$ cat config.mk
export PLATFORM = sky130hd
export DESIGN_NAME = adbg_tap_ctrl
export DESIGN_NICKNAME = d
export VERILOG_FILES = /design/src/rtl/adbg_tap_pkg.sv /design/src/rtl/adbg_tap_fsm.sv /design/src/rtl/adbg_tap_ctrl.sv
export SDC_FILE = /design/constraint.sdc
export NUM_CORES = 1
export LEC_CHECK = 0
export BUFFER_PORTS_ARGS = -buffer_cell sky130_fd_sc_hd__buf_4
export CAP_MARGIN = 20
export CORE_MARGIN = 4
export CORE_UTILIZATION = 25
export CTS_BUF_LIST = sky130_fd_sc_hd__clkbuf_8
export CTS_CLUSTER_SIZE = 10
export DETAILED_ROUTE_END_ITERATION = 10
export GPL_TIMING_DRIVEN = 1
export HOLD_SLACK_MARGIN = 0.03
export PLACE_DENSITY_LB_ADDON = 0.08
export REMOVE_ABC_BUFFERS = 1
export SYNTH_ARGS = -nofsm -noshare
export SYNTH_HDL_FRONTEND = slang
export SYNTH_SLANG_ARGS = --single-unit
$ cat constraint.sdc
create_clock -name tck_i -period 1.95 [get_ports tck_i]
set_clock_uncertainty 0.05 [all_clocks]
set_input_delay 0.39 -clock tck_i [delete_from_list [all_inputs] [get_ports tck_i]]
set_output_delay 0.39 -clock tck_i [all_outputs]
set_load 0.02 [all_outputs]
$ cat src/rtl/adbg_tap_pkg.sv
// Shared definitions for the debug TAP controller: state encoding, default opcodes and IR capture.
package adbg_tap_pkg;

  localparam int unsigned IrLen = 4;

  localparam logic [31:0]      IdcodeValue  = 32'h149511C3;
  localparam logic [IrLen-1:0] IdcodeOpcode = 4'h2;
  localparam logic [IrLen-1:0] DebugOpcode  = 4'h8;
  localparam logic [IrLen-1:0] BypassOpcode = 4'hF;

  // The two IR LSBs must capture as 01; the upper bits capture as zero.
  localparam logic [1:0]       IrCaptureLsbs = 2'b01;
  localparam logic [IrLen-1:0] IrCapture     = IrLen'(IrCaptureLsbs);

  // Classic 1149.1 reference encoding of the 16 TAP states.
  typedef enum logic [3:0] {
    StExit2Dr        = 4'h0,
    StExit1Dr        = 4'h1,
    StShiftDr        = 4'h2,
    StPauseDr        = 4'h3,
    StSelectIrScan   = 4'h4,
    StUpdateDr       = 4'h5,
    StCaptureDr      = 4'h6,
    StSelectDrScan   = 4'h7,
    StExit2Ir        = 4'h8,
    StExit1Ir        = 4'h9,
    StShiftIr        = 4'hA,
    StPauseIr        = 4'hB,
    StRunTestIdle    = 4'hC,
    StUpdateIr       = 4'hD,
    StCaptureIr      = 4'hE,
    StTestLogicReset = 4'hF
  } tap_state_t;

  // True in either shift state; TDO is driven only there.
  function automatic logic is_shift_state(tap_state_t st);
    return (st == StShiftDr) || (st == StShiftIr);
  endfunction

endpackage

$ cat src/rtl/adbg_tap_fsm.sv
// 16-state IEEE 1149.1 TAP state machine, advanced by TMS on the rising edge of TCK.
module adbg_tap_fsm
  import adbg_tap_pkg::*;
(
  input  logic       tck_i,
  input  logic       rst_i,
  input  logic       tms_i,
  output tap_state_t state_o
);

  tap_state_t state_q;

  // TAP state register; async reset lands in TEST_LOGIC_RESET regardless of TCK.
  always_ff @(posedge tck_i or posedge rst_i) begin
    if (rst_i) begin
      state_q <= StTestLogicReset;
    end else begin
      unique case (state_q)
        StTestLogicReset: state_q <= tms_i ? StTestLogicReset : StRunTestIdle;
        StRunTestIdle:    state_q <= tms_i ? StSelectDrScan   : StRunTestIdle;
        StSelectDrScan:   state_q <= tms_i ? StSelectIrScan   : StCaptureDr;
        StCaptureDr:      state_q <= tms_i ? StExit1Dr        : StShiftDr;
        StShiftDr:        state_q <= tms_i ? StExit1Dr        : StShiftDr;
        StExit1Dr:        state_q <= tms_i ? StUpdateDr       : StPauseDr;
        StPauseDr:        state_q <= tms_i ? StExit2Dr        : StPauseDr;
        StExit2Dr:        state_q <= tms_i ? StUpdateDr       : StShiftDr;
        StUpdateDr:       state_q <= tms_i ? StSelectDrScan   : StRunTestIdle;
        StSelectIrScan:   state_q <= tms_i ? StTestLogicReset : StCaptureIr;
        StCaptureIr:      state_q <= tms_i ? StExit1Ir        : StShiftIr;
        StShiftIr:        state_q <= tms_i ? StExit1Ir        : StShiftIr;
        StExit1Ir:        state_q <= tms_i ? StUpdateIr       : StPauseIr;
        StPauseIr:        state_q <= tms_i ? StExit2Ir        : StPauseIr;
        StExit2Ir:        state_q <= tms_i ? StUpdateIr       : StShiftIr;
        StUpdateIr:       state_q <= tms_i ? StSelectDrScan   : StRunTestIdle;
        default:          state_q <= StTestLogicReset;
      endcase
    end
  end

  assign state_o = state_q;

endmodule

$ cat src/rtl/adbg_tap_ctrl.sv
// JTAG TAP controller in front of the debug top: FSM, IR, IDCODE/BYPASS DRs and the TDO mux.
module adbg_tap_ctrl
  import adbg_tap_pkg::*;
#(
  parameter int unsigned        IR_LEN        = IrLen,
  parameter logic [31:0]        IDCODE_VALUE  = IdcodeValue,
  parameter logic [IR_LEN-1:0]  IDCODE_OPCODE = IdcodeOpcode,
  parameter logic [IR_LEN-1:0]  DEBUG_OPCODE  = DebugOpcode,
  parameter logic [IR_LEN-1:0]  BYPASS_OPCODE = BypassOpcode
) (
  input  logic tck_i,
  input  logic rst_i,
  input  logic tms_i,
  input  logic tdi_i,
  output logic tdo_o,
  output logic tdo_oe_o,
  input  logic debug_tdo_i,
  output logic test_logic_reset_o,
  output logic run_test_idle_o,
  output logic capture_dr_o,
  output logic shift_dr_o,
  output logic pause_dr_o,
  output logic update_dr_o,
  output logic debug_select_o
);

  localparam logic [IR_LEN-1:0] IrCapturePattern = IR_LEN'(IrCaptureLsbs);

  tap_state_t        state;
  logic [IR_LEN-1:0] ir_shift_q;
  logic [IR_LEN-1:0] ir_latched_q;
  logic [31:0]       idcode_q;
  logic              bypass_q;
  logic              tdo_q;
  logic              tdo_oe_q;

  logic sel_idcode;
  logic sel_debug;
  logic sel_bypass;
  logic dr_tdo;

  adbg_tap_fsm u_fsm (
    .tck_i   (tck_i),
    .rst_i   (rst_i),
    .tms_i   (tms_i),
    .state_o (state)
  );

  // Instruction decode; anything not IDCODE or DEBUG falls back to BYPASS.
  assign sel_idcode = (ir_latched_q == IDCODE_OPCODE);
  assign sel_debug  = !sel_idcode && (ir_latched_q == DEBUG_OPCODE);
  assign sel_bypass = !sel_idcode && !sel_debug &&
                      ((ir_latched_q == BYPASS_OPCODE) || (ir_latched_q != BYPASS_OPCODE));

  // IR shift stage: capture the fixed pattern, then shift LSB first towards TDO.
  always_ff @(posedge tck_i or posedge rst_i) begin
    if (rst_i) begin
      ir_shift_q <= '0;
    end else if (state == StCaptureIr) begin
      ir_shift_q <= IrCapturePattern;
    end else if (state == StShiftIr) begin
      ir_shift_q <= {tdi_i, ir_shift_q[IR_LEN-1:1]};
    end
  end

  // Active instruction; only UPDATE_IR, TLR or reset may change it.
  always_ff @(posedge tck_i or posedge rst_i) begin
    if (rst_i) begin
      ir_latched_q <= IDCODE_OPCODE;
    end else if (state == StTestLogicReset) begin
      ir_latched_q <= IDCODE_OPCODE;
    end else if (state == StUpdateIr) begin
      ir_latched_q <= ir_shift_q;
    end
  end

  // IDCODE data register, active only while IDCODE is the selected instruction.
  always_ff @(posedge tck_i or posedge rst_i) begin
    if (rst_i) begin
      idcode_q <= '0;
    end else if (sel_idcode && (state == StCaptureDr)) begin
      idcode_q <= IDCODE_VALUE;
    end else if (sel_idcode && (state == StShiftDr)) begin
      idcode_q <= {tdi_i, idcode_q[31:1]};
    end
  end

  // One-bit BYPASS register: captures 0, then delays TDI by one TCK.
  always_ff @(posedge tck_i or posedge rst_i) begin
    if (rst_i) begin
      bypass_q <= 1'b0;
    end else if (sel_bypass && (state == StCaptureDr)) begin
      bypass_q <= 1'b0;
    end else if (sel_bypass && (state == StShiftDr)) begin
      bypass_q <= tdi_i;
    end
  end

  // DR source for TDO; the debug top owns the chain when debug is selected.
  always_comb begin
    dr_tdo = bypass_q;
    if (sel_debug) begin
      dr_tdo = debug_tdo_i;
    end else if (sel_idcode) begin
      dr_tdo = idcode_q[0];
    end
  end

  // TDO launched on the falling edge so the far end samples it cleanly on the next rise.
  always_ff @(negedge tck_i or posedge rst_i) begin
    if (rst_i) begin
      tdo_q    <= 1'b0;
      tdo_oe_q <= 1'b0;
    end else begin
      tdo_oe_q <= is_shift_state(state);
      if (state == StShiftIr) begin
        tdo_q <= ir_shift_q[0];
      end else if (state == StShiftDr) begin
        tdo_q <= dr_tdo;
      end
    end
  end

  assign tdo_o    = tdo_q;
  assign tdo_oe_o = tdo_oe_q;

  // State strobes decode the live state so they line up with the downstream capturing edge.
  assign test_logic_reset_o = (state == StTestLogicReset);
  assign run_test_idle_o    = (state == StRunTestIdle);
  assign capture_dr_o       = (state == StCaptureDr);
  assign shift_dr_o         = (state == StShiftDr);
  assign pause_dr_o         = (state == StPauseDr);
  assign update_dr_o        = (state == StUpdateDr);
  assign debug_select_o     = sel_debug;

endmodule

Yosys cells after proc, flatten, opt, wreduce, memory -nomap -nowiden:

Cells that the tools add are included.

* eq/ne operators: 19
* muxes and demuxes: 25
* reductions and logical operators: 20

Operators by type and width (count)
* 32-bit 2-to-1 mux: 2
* 4-bit one-hot mux with 12 select lines: 1
* 4-bit equality test (second input constant): 10
* 4-bit 2-to-1 mux: 5
* 4-bit by 3-bit equality test with 1-bit output (second input constant): 4
* 4-bit by 2-bit equality test with 1-bit output (second input constant): 3
* 2-bit 2-to-1 mux: 6
* 3-bit 2-to-1 mux: 4
* 2-bit nonzero test: 5
* 1-bit logical AND: 7
* 1-bit 2-to-1 mux: 7
* 4-bit by 1-bit equality test with 1-bit output (second input constant): 1
* 4-bit logical NOT: 1
* 4-bit inequality test (second input constant): 1
* 2-bit OR reduction: 2
* 3-bit OR reduction: 1
* 1-bit logical NOT: 2
* 1-bit logical OR: 2

* register bits after elaboration: 47

Longest topological paths before layout:

* word-level depth: 9
* depth in mapped cells: 5
* depth with buffers taken out: 3

Cells and area by module:

Synthesis repeated with hierarchy kept, for this count alone.

* cell total of the unflattened synthesis: 195
* area, all modules: 2219.6 µm²

By module, submodules not included
* adbg_tap_ctrl: instances 1, cells each 175, area each 2018.2 µm², seq. area each 1077.3 µm²
* adbg_tap_fsm: instances 1, cells each 20, area each 201.4 µm², seq. area each 105.1 µm²

==> results.py <==
metrics = {
    "pwr": {
        "pwr-share-clk": 0.171,
        "sw_frac_of_total": 0.341,
        "p_int_mw": 2.94,
        "power_mw": 4.47,
        "seqPwrFrac": 0.364,
        "switching_power_mw": 1.52,
        "leakage_nw": 1.47,
        "p_comb_frac": 0.464,
        "peakVddDrop_mv": 0.561,
        "power_density_mw_per_mm2": 1550,
    },
    "outcome": {
        "violations": "negative setup slack",
        "status": "finished with violations",
    },
    "critical_path": {
        "reg2reg_depth": 3,
        "endpoint_kind": "output port",
        "critPathMaxFanout": 2,
        "slowest_stage": "dfrtn_1",
        "arrival_ns": 1.83,
        "critPathRequiredTime_ns": 1.51,
        "crit_path_cell_trace": "buf_6",
        "cp.buffers_inverters": 1,
        "r2r-start": "u_fsm.state_o[1]",
        "path_delay_family": "flip-flops",
        "critPathKind": "reg2out",
        "start_kind": "flip-flop",
        "r2r_slack_ns": -0.27,
        "r2r-end": "tdo_o",
        "cp-startpoint": "tdo_o",
        "critPathMaxStageDelay_ns": 0.43,
    },
    "yosys": {
        "yosysWarnings": 0,
        "synth_area_per_cell_sq_um": 11.3,
        "synth_cell_types": 30,
        "ys_seq_area_frac": 0.524,
        "netlist_area_sq_mm": 0.00226,
        "syn_inst": 200,
        "ys_ff_latch": 47,
    },
    "global_routing": {
        "antenna_found_initial": 0,
        "gr-total-overflow": 0,
        "track_usage": 0.101,
        "grt_pass1_wl_mm": 8.22,
        "grt_pass1_vias": 1616,
        "grt_start_max_net_pins": 33,
    },
    "cells_and_area": {
        "seq_area_sq_mm": 0.00118,
        "multi_input_area_sq_mm": 0.00103,
        "drive_above_1_share": 0.365,
        "fin_nets": 237,
        "stdcell_area_sq_mm": 0.00288,
        "final_cell_mix": "dfrtp_1, buf_4, nor2_1",
        "num-fill-cells": 894,
        "mostFrequentLayoutCell": "dfrtp_1",
        "antenna_cells": 0,
        "area_growth_pct": 27.6,
    },
    "timing": {
        "relSlewSlack": 0.757,
        "worst_slew_pin_slew_ns": 0.364,
        "setup_slack_ns": -0.321,
        "final-hold-violation-count": 0,
        "rsz0062_at_grt": "yes",
        "finalSetupViolCount": 3,
        "final_max_slew_viol_count": 0,
        "hold_ws_ns": 0.124,
    },
    "drt": {
        "via_count": 1477,
        "met2_length_mm": 2.24,
        "routed_wl_mm": 4.64,
        "route.met3.wl_microns": 158,
        "wire_per_inst_microns": 13.6,
        "ant_nets": 0,
        "wl_met1_mm": 2.18,
        "dr.pass1.iters": 4,
        "drt_iter0_drc": 42,
        "via_per_inst": 4.33,
        "maxUsedRoutingLayer": "met4",
        "drc": 0,
    },
    "floorplan": {
        "die_x_microns": 103,
        "core_sq_mm": 0.00876,
        "placementRows": 34,
        "start_util": 0.257,
        "io_pins": 14,
        "die_h_microns": 103,
        "die-area_sq_mm": 0.0106,
    },
    "clock_tree": {
        "cts_hold_buf": 0,
        "clock_sinks": 47,
        "tritoncts": "yes",
        "clock_path_buffers": 2,
        "h-tree-depth": 2,
        "clk_latency_ns": 0.30,
        "clk_pin_slew_worst_paths_ns": 0.09,
        "cts_root_buffer": "clkbuf_8",
        "cts_buffers": 5,
    },
    "place": {
        "place_area_sq_mm": 0.00259,
        "numPortBuffers": 13,
        "hpwl_mm": 2.79,
        "place_congestion": 0.737,
        "pre_cts_ws_ns": -0.379,
    },
    "hold_path": {
        "hp-class": "in2async",
    },
    "run": {
        "drv_cap": 0,
    },
}
==> stage by stage <==
stage,instances,utilization,setup TNS [ns]
final,341,0.329,-0.888
after floorplan,189,-,-16.43
after detailed placement,330,0.296,-0.530
after CTS,341,0.324,-0.968
after global routing,341,0.329,-1.23
after global placement,330,0.296,-0.458
==> layout make-up <==
| class | instances | area share |
|---|---|---|
| Timing Repair Buffer | 36 | 0.125 |
| Inverter | 13 | 0.0169 |
| Clock buffer | 6 | 0.0287 |
| Clock inverter | 2 | 0.0135 |
| Sequential cell | 47 | 0.411 |
| Multi-Input combinational cell | 129 | 0.358 |
| Tap cell | 108 | 0.0469 |
==> sequential cells by signal (all words and copies together), names as in the netlist <==
name / cells
idcode_q: 32
ir_latched_q: 4
ir_shift_q: 4
u_fsm.state_o: 4
bypass_q: 1
tdo_o: 1
tdo_oe_o: 1
==> logic make-up (layout without fill, tap and decap cells) <==
kind of cell    Yosys count  count (layout)  synth area share
compound gates           17              17            0.0471
xor+xnor                  1               1           0.00388
buf+inv                  24              57            0.0477
flops                    47              47             0.524
mux                      37              37             0.207
simple gates             74              74             0.170
==> routing by layer <==
layer,vias to the layer above,global-route usage
met4,0,0.0329
li1,722,-
met3,7,0.0250
met5,-,0
met2,22,0.163
met1,726,0.135
==> worst max path at each step <==
stage | depth (start not counted) | to | slack [ns]
global placement | 3 | tdo_o | -0.36
global route | 3 | tdo_o | -0.36
CTS | 1 | tdo_o | -0.33
finish | 1 | tdo_o | -0.32
floorplan | 3 | tdo_o | -0.67
detailed placement | 3 | tdo_o | -0.38
==> synthesized netlist by cell type, drive strengths merged <==
| master | instances | area [sq um] |
|---|---|---|
| clkbuf | 7 | 26.3 |
| mux2i | 13 | 130 |
| a41oi | 1 | 8.76 |
| nand3b | 1 | 7.51 |
| dfrtp | 40 | 1000 |
| a22o | 1 | 8.76 |
| nor3 | 3 | 15.0 |
| a21o | 1 | 7.51 |
| nand4b | 1 | 15.0 |
| dfstp | 5 | 131 |
| nor2 | 27 | 101 |
| nor4b | 2 | 17.5 |
| o221ai | 1 | 8.76 |
| o31ai | 1 | 7.51 |
| buf | 4 | 32.5 |
| o21ai | 10 | 50.1 |
| dfrtn | 2 | 50.1 |
| nand3 | 2 | 10.0 |
| nor3b | 3 | 27.5 |
| a21boi | 2 | 15.0 |
| and2 | 1 | 6.26 |
| nor2b | 13 | 81.3 |
| mux2 | 24 | 338 |
| nand2 | 12 | 45.0 |
| xor2 | 1 | 8.76 |
| inv | 13 | 48.8 |
| nand2b | 9 | 56.3 |
==> power by group through the flow <==
| stage | sequential, mW | clock, mW | combinational (mW) |
|---|---|---|---|
| floorplan | 1.74 | 0 | 0.981 |
| global placement | 1.61 | 0 | 1.68 |
| detailed placement | 1.62 | 0 | 1.71 |
| CTS | 1.62 | 0.806 | 2.04 |
| global route | 1.68 | 0.838 | 2.30 |
| finish | 1.63 | 0.765 | 2.08 |
==> repair_timing <==
action                                  in CTS  in global routing
buffers inserted                             1                  0
gates resized for setup                     12                  7
pin swaps                                    0                  1
cloned                                       2                  0
endpoints found under the setup margin      17                 25
(Power assumes the default switching activity.)
